File: src/rtl/hazard_pkg.sv
// Shared types and default latencies for the hazard scoreboard.
package hazard_pkg;

  typedef logic [4:0] reg_idx_t;
  typedef logic [1:0] ready_cnt_t;

  localparam int LOAD_LAT_DEF = 2;
  localparam int MD_LAT_DEF   = 8;
  localparam int STAT_W       = 32;

  function automatic logic [STAT_W-1:0] sat_inc(input logic [STAT_W-1:0] v);
    return (&v) ? v : v + STAT_W'(1);
  endfunction

endpackage

File: src/rtl/md_busy_timer.sv
// Loadable down-counter that reports busy while its count is nonzero.
module md_busy_timer #(
  parameter int W = 4
) (
  input  logic         clk,
  input  logic         rst_n,
  input  logic         load,
  input  logic [W-1:0] load_val,
  output logic         busy
);

  logic [W-1:0] count;

  always_ff @(posedge clk or negedge rst_n) begin
    if (!rst_n) begin
      count <= '0;
    end else if (load) begin
      count <= load_val;
    end else if (count != '0) begin
      count <= count - W'(1);
    end
  end

  assign busy = (count != '0);

endmodule

File: src/rtl/hazard_scoreboard.sv
// Tracks in-flight load destinations and the mul/div unit; stalls ID when an operand is not forwardable.
// Optional stall statistics ports are enabled with HAZARD_SCOREBOARD_STATS_EN.
module hazard_scoreboard
  import hazard_pkg::*;
#(
  parameter int NREGS    = 32,
  parameter int LOAD_LAT = LOAD_LAT_DEF,
  parameter int MD_LAT   = MD_LAT_DEF
) (
  input  logic             clk,
  input  logic             rst_n,
  input  reg_idx_t         id_rs,
  input  reg_idx_t         id_rt,
  input  logic             id_rs_used,
  input  logic             id_rt_used,
  input  logic             id_reads_hilo,
  input  logic             issue_valid,
  input  reg_idx_t         issue_dst,
  input  logic             issue_we,
  input  logic             issue_is_load,
  input  logic             issue_is_md,
  input  logic             flush,
`ifdef HAZARD_SCOREBOARD_STATS_EN
  output logic [STAT_W-1:0] stat_load_stalls_o,
  output logic [STAT_W-1:0] stat_md_stalls_o,
`endif
  output logic             stall_o,
  output logic             md_busy_o,
  output logic [NREGS-1:0] pend_o
);

  localparam int MD_W = $clog2(MD_LAT + 1);

  ready_cnt_t cnt [NREGS];
  ready_cnt_t rs_cnt;
  ready_cnt_t rt_cnt;
  logic       gpr_stall;
  logic       md_stall;
  logic       iss;

  always_comb begin
    rs_cnt = '0;
    rt_cnt = '0;
    for (int i = 1; i < NREGS; i++) begin
      if (id_rs == reg_idx_t'(i)) rs_cnt = cnt[i];
      if (id_rt == reg_idx_t'(i)) rt_cnt = cnt[i];
    end
  end

  // A count of 1 means the load result sits in MEM_WB this cycle and is forwardable,
  // so only counts above 1 block the consumer.
  assign gpr_stall = (id_rs_used && (id_rs != '0) && (rs_cnt > ready_cnt_t'(1))) ||
                     (id_rt_used && (id_rt != '0) && (rt_cnt > ready_cnt_t'(1)));
  assign md_stall  = id_reads_hilo && md_busy_o;

  // issue_valid is a request: the ID instruction moves to EXE only in a cycle where
  // stall_o is low and flush is low; otherwise the attempt leaves no state behind.
  assign stall_o = !flush && (gpr_stall || md_stall);
  assign iss     = issue_valid && !stall_o && !flush;

  always_ff @(posedge clk or negedge rst_n) begin
    if (!rst_n) begin
      for (int i = 0; i < NREGS; i++) cnt[i] <= '0;
    end else begin
      for (int i = 0; i < NREGS; i++) begin
        if (i == 0) begin
          cnt[i] <= '0;
        end else if (iss && issue_we && (issue_dst == reg_idx_t'(i))) begin
          cnt[i] <= issue_is_load ? ready_cnt_t'(LOAD_LAT) : '0;
        end else if (cnt[i] != '0) begin
          cnt[i] <= cnt[i] - ready_cnt_t'(1);
        end
      end
    end
  end

  always_comb begin
    pend_o = '0;
    for (int i = 1; i < NREGS; i++) pend_o[i] = (cnt[i] != '0);
  end

  md_busy_timer #(
    .W (MD_W)
  ) u_md_timer (
    .clk      (clk),
    .rst_n    (rst_n),
    .load     (iss && issue_is_md),
    .load_val (MD_W'(MD_LAT)),
    .busy     (md_busy_o)
  );

`ifdef HAZARD_SCOREBOARD_STATS_EN
  logic [STAT_W-1:0] load_stalls_q;
  logic [STAT_W-1:0] md_stalls_q;

  // GPR stalls take precedence; the mul/div counter sees only pure HI/LO stalls.
  always_ff @(posedge clk or negedge rst_n) begin
    if (!rst_n) begin
      load_stalls_q <= '0;
      md_stalls_q   <= '0;
    end else if (stall_o) begin
      if (gpr_stall) load_stalls_q <= sat_inc(load_stalls_q);
      else           md_stalls_q   <= sat_inc(md_stalls_q);
    end
  end

  assign stat_load_stalls_o = load_stalls_q;
  assign stat_md_stalls_o   = md_stalls_q;
`endif

endmodule

File: config.mk
export PLATFORM = sky130hd
export DESIGN_NAME = hazard_scoreboard
export DESIGN_NICKNAME = d
export VERILOG_FILES = /design/src/rtl/hazard_pkg.sv /design/src/rtl/md_busy_timer.sv /design/src/rtl/hazard_scoreboard.sv
export SDC_FILE = /design/constraint.sdc
export NUM_CORES = 1
export LEC_CHECK = 0
export BUFFER_PORTS_ARGS = -buffer_cell sky130_fd_sc_hd__buf_2
export CORE_MARGIN = 2
export CORE_UTILIZATION = 50
export DETAILED_ROUTE_END_ITERATION = 10
export GPL_TIMING_DRIVEN = 0
export PLACE_DENSITY = 0.75
export SLEW_MARGIN = 20
export SYNTH_ARGS = -nofsm -noshare
export SYNTH_HDL_FRONTEND = slang
export SYNTH_SLANG_ARGS = --single-unit
File: constraint.sdc
create_clock -name clk -period 3.5 [get_ports clk]
set_input_delay 0.7 -clock clk [delete_from_list [all_inputs] [get_ports clk]]
set_output_delay 0.7 -clock clk [all_outputs]
set_load 0.03 [all_outputs]
Word level (Yosys, flattened, before mapping)
Index checks and enable logic that the tools add are counted.
W data, S select, Z words.
{"block": "classes", "addsub": 32, "n_mul": 0, "n_div": 0, "n_lt_le_gt_ge": 2, "eq_ne": 93, "shifts": 0, "muxes": 127, "n_bitwise": 0, "n_reduce_logical": 111}
{"cell": "$mux W2", "n": 125}
{"cell": "$eq A5 B5 Y1 const B", "n": 48}
{"cell": "$reduce_bool A2 Y1", "n": 63}
{"cell": "$eq A5 B4 Y1 const B", "n": 24}
{"cell": "$sub A2 B1 Y2 const B", "n": 31}
{"cell": "$eq A5 B3 Y1 const B", "n": 12}
{"cell": "$logic_and A1 B1 Y1", "n": 41}
{"cell": "$eq A5 B2 Y1 const B", "n": 6}
{"cell": "$eq A5 B1 Y1 const B", "n": 3}
{"cell": "$reduce_bool A5 Y1", "n": 2}
{"cell": "$mux W4", "n": 2}
{"cell": "$gt A2 B1 Y1 const B", "n": 2}
{"cell": "$reduce_bool A4 Y1", "n": 1}
{"cell": "$sub A4 B1 Y4 const B", "n": 1}
{"cell": "$logic_not A1 Y1", "n": 2}
{"cell": "$logic_or A1 B1 Y1", "n": 2}
{"block": "word_totals", "ff_bits": 66, "latchBits": 0, "ram_bits": 0, "rom_bits": 0, "out_inout_bits": 34, "wordCells": 397, "n_memories": 0}

Longest topological paths before layout
{"block": "depth", "word_depth": 43, "depth_mapped": 11}

Modules after synthesis
Synthesis repeated with hierarchy kept, for this count alone.
{"block": "hier_totals", "hier_cells": 595, "area_unflattened_um2": 5275.1}
{"module": "hazard_scoreboard", "instances": 1, "cells_each": 569, "area_each_um2": 5023.6, "seq_area_each_um2": 1551.5}
{"module": "md_busy_timer", "instances": 1, "cells_each": 26, "area_each_um2": 251.5, "seq_area_each_um2": 100.1}

Worst setup path before layout
OpenSTA, ideal clock, no wires.
{"block": "synth_timing", "path_type": "input port to output port", "startpoint": "in id_rs[1]", "endpoint": "out stall_o", "arrival_ns": 2.587, "setup_slack_ns": 0.213, "cell_stages": 10, "path_cell_list": "buf_2 buf_2 a32o_1 o21ai_0 o211ai_1 o311ai_2 nand3_2 buf_6 or2_2 o21ba_2"}
{"block": "synth_via", "elab_chain_len": 37, "elab_cells_between_ends": 69}
{"item": "start, declared", "line": "hazard_scoreboard.sv:12", "source": "input reg_idx_t id_rs,"}
{"item": "$eq A5 B1 Y1", "line": "hazard_scoreboard.sv:45", "source": "if (id_rs == reg_idx_t'(i)) rs_cnt = cnt[i];"}
{"item": "$mux W2 (31 in series)", "line": "hazard_scoreboard.sv:45"}
{"item": "$gt A2 B1 Y1", "line": "hazard_scoreboard.sv:52", "source": "assign gpr_stall = (id_rs_used && (id_rs != '0) && (rs_cnt > ready_cnt_t'(1))) ||"}
{"item": "$logic_and A1 B1 Y1 *", "line": "hazard_scoreboard.sv:52"}
{"item": "$logic_or A1 B1 Y1 *", "line": "hazard_scoreboard.sv:52"}
{"item": "$logic_or A1 B1 Y1 *", "line": "hazard_scoreboard.sv:58", "source": "assign stall_o = !flush && (gpr_stall || md_stall);"}
{"item": "$logic_and A1 B1 Y1 *", "line": "hazard_scoreboard.sv:58"}
{"item": "end, declared", "line": "hazard_scoreboard.sv:27", "source": "output logic stall_o,"}
Every way passes the cells marked *; elsewhere a longest branch is shown, timed or not.

Worst setup path in the final report
{"block": "layout_timing", "startpoint": "in id_rs[0]", "endpoint": "out stall_o"}
The elaborated chain is that of the path after synthesis.

==> results.ini <==
[die]
start_util_pct = 51.8
rows = 36
fp.dieW_um = 105
die_h_um = 105
dieArea_mm2 = 0.0110
core_area_mm2 = 0.00986
io_pins = 59

[placement]
dp_slack_ns = -0.328
place_congestion = 0.869
dpl_cell_area_mm2 = 0.00559
hpwlAfterDp_mm = 10.2
port_buffers = 56

[worst_setup_path]
crit_chain = buf_8 > mux2_4 > a32o_2 > o21ai_1 > o211ai_1 > o311ai_2 > nand3_2 > or2_4 > o21ba_4 > buf_6
endpoint_kind = output pin
critical_path_class = in -> out
critPathRequiredTime_ns = 2.80
arrival_ns = 2.73
critPathSlowestCell = o311ai_2
critPathLaunchType = primary input
cp_max_fo = 3
cp_num_buf_inv = 2
path_delay_family = compound AO/OA/AOI/OAI gates
max_stage_delay_ns = 0.38

[synthesis]
netlist_area_mm2 = 0.00511
synth-seq-area-share_pct = 32.3
synth-async-reset-ratio_pct = 100
synth_edf_count = 0
ys_warn_count = 0
synthCells = 612
yosysUniqueCellTypes = 65
avgSynthCellArea_um2 = 8.35
ys_ff_latch = 66
synth_nets = 669
ys.flop_type = dfrtp_1

[global_route]
grt_max_degree = 45
grt_pass1_vias = 4476
grt_overflow = 0
grtUsageTotal_pct = 25.5
antenna_found_initial = 0
grt_pass1_wl_mm = 22.1

[clocking]
ctsHoldBuffers = 0
root_buffer = clkbuf_8
cts_sinks = 66
insertion_delay_ns = 0.36
clockBufferDepth = 2
cts.clk_slew.worst_paths_ns = 0.08
cts_buffers = 9
htreeDepth = 3
cts_tree = yes

[power]
switching_share_pct = 45.8
ir_worst_vdd_mv = 0.602
power_density_mw_per_mm2 = 881
p_clk_share_pct = 13.0
comb_power_share_pct = 56.3
netSwitchingPower_w = 0.00243
p_int_w = 0.00288
p_seq_share_pct = 30.6
p_leak_nw = 2.92

[drt]
drtAntennaViolNets = 0
post_drt_wl_per_cell_um = 16.1
routed_wl_mm = 13.4
drc_errors = 0
drt_iter0_drc = 244
vias = 4590
drtPass1Iterations = 4
viasPerCell = 5.52

[timing]
max_freq_mhz = 291
slew_headroom_pct = 50.1
clock_skew_ns = 0.0113
finalSetupTns_ns = 0
worstMarginPinSlew_ns = 0.743
hold_viol_final = 0
setup_viol = 0
worst_slack_ns = 0.0653
slew_violations = 0
fin_crit_sh_pct = 98.1
period_minus_slack_ns = 3.43
rsz0062_at_grt = true

[status]
outcome = finished clean

[final_layout]
fillCellCount = 855
nets = 751
drive_gt1_share_pct = 23.2
final_common_cell = inv_1
area_growth_syn_to_layout_pct = 17.9
stdcell_area_mm2 = 0.00603
final_cell_mix = inv_1, nor2_1, dfrtp_1, nand2_1, buf_2

[job]
cap_violations = 0

[hold_path]
hp-class = in -> async

==> worst paths after layout <==
check | startpoint | to | slack, ns | cells after the start
worst max-delay path | id_rs[0] | stall_o | 0.07 | 10
worst min-delay path | rst_n | cnt[6] | 0.23 | 1
worst max register to register | cnt[25] | cnt[33] | 0.38 | 10
worst min register to register | cnt[60] | cnt[60] | 0.53 | 2
max in group asynchronous | rst_n | u_md_timer.count[0] | 2.74 | 2
min in group clk | cnt[60] | cnt[60] | 0.53 | 2
==> logic make-up (layout without fill, tap and decap cells) <==
| group | count (synthesis) | after routing | share of synthesized area (%) |
|---|---|---|---|
| and+or+nand+nor | 203 | 203 | 19.9 |
| other | 1 | 2 | 0.0734 |
| buffers and inverters | 128 | 214 | 10.5 |
| muxes | 50 | 50 | 10.9 |
| AOI/OAI and AO/OA | 100 | 100 | 13.0 |
| xor gates and xnor gates | 32 | 32 | 5.48 |
| adders and majority gates | 32 | 32 | 7.83 |
| DFF | 66 | 66 | 32.3 |
==> through the flow <==
| stage | std cells | util, % | hold slack [ns] | power [W] |
|---|---|---|---|---|
| global route | 831 | 61.1 | 0.240 | 0.00580 |
| floorplan | 612 | - | 0.404 | 0.00374 |
| global placement | 801 | 56.4 | 0.515 | 0.00432 |
| detailed placement | 802 | 56.7 | 0.521 | 0.00452 |
| finish | 832 | 61.1 | 0.231 | 0.00531 |
| CTS | 824 | 60.2 | 0.230 | 0.00530 |
==> layer usage <==
| layer | up-vias | GRT usage [%] | part of all wire, % |
|---|---|---|---|
| li1 | 2215 | - | - |
| met1 | 2184 | 34.7 | 46 |
| met5 | - | 0 | 0 |
| met2 | 166 | 40.6 | 46 |
| met3 | 25 | 5.36 | 5.8 |
| met4 | 0 | 8.00 | 1.9 |
==> power by group through the flow <==
| stage | Combinational (W) | Sequential (W) | Clock, W |
|---|---|---|---|
| 6_report | 0.00299 | 0.00163 | 0.000692 |
| 4_1_cts | 0.00299 | 0.00161 | 0.000700 |
| 2_1_floorplan | 0.00227 | 0.00147 | 0 |
| 3_5_place_dp | 0.00290 | 0.00162 | 0 |
| 5_1_grt | 0.00339 | 0.00167 | 0.000738 |
| 3_3_place_gp | 0.00272 | 0.00159 | 0 |
==> sequential cells by signal, summed over array words and instances (netlist names) <==
signal / flops
cnt: 62
u_md_timer.count: 4
==> repair_timing <==
action,in CTS,in global routing
pin swaps,9,10
gates resized for setup,31,16
endpoints found under the setup margin,1,1
setup buffers,7,8
==> synth_stat cells (all sizes together), types with 2 or more instances <==
cell type,instances,area (µm²)
inv,105,394
nor2,69,259
dfrtp,66,1650
nand2,62,233
o21ai,40,200
ha,32,400
mux2,32,364
xor2,31,272
buf,20,130
mux2i,17,170
nand2b,14,87.6
a21oi,11,55.1
nor3,9,45.0
nand3b,8,60.1
nor2b,8,50.1
nor4,8,75.1
nor3b,6,60.1
a211oi,5,42.5
o211ai,5,37.5
a31oi,4,25.0
o22ai,4,25.0
o32ai,4,35.0
a22oi,3,22.5
a2bb2oi,3,26.3
clkbuf,3,11.3
nand3,3,20.0
nand4b,3,26.3
o21a,3,22.5
o221ai,3,32.5
or2,3,18.8
a2111oi,2,17.5
a311oi,2,17.5
and4b,2,20.0
o21ba,2,20.0
o311ai,2,25.0
or3,2,12.5
==> final cells by class <==
class	instances	area [µm²]	area share (%)
antenna	1	2.50	0.0415
buffer	22	185	3.07
clock buffer	13	169	2.80
clock inverter	2	35.0	0.581
inverter	105	394	6.54
multi-input combinational	418	2980	49.4
sequential	66	1650	27.4
tap	133	166	2.76
timing repair buffer	72	445	7.39
==> worst register-to-register path: stages, from the launching register on <==
cell	delay, ns
dfrtp_1	0.43
mux2_4	0.29
a32o_2	0.28
o21ai_1	0.07
o211ai_1	0.12
o311ai_2	0.38
nand3_2	0.18
buf_4	0.17
buf_4	0.13
nor4_1	0.55
mux2_2	0.40
(Power assumes the default switching activity.)
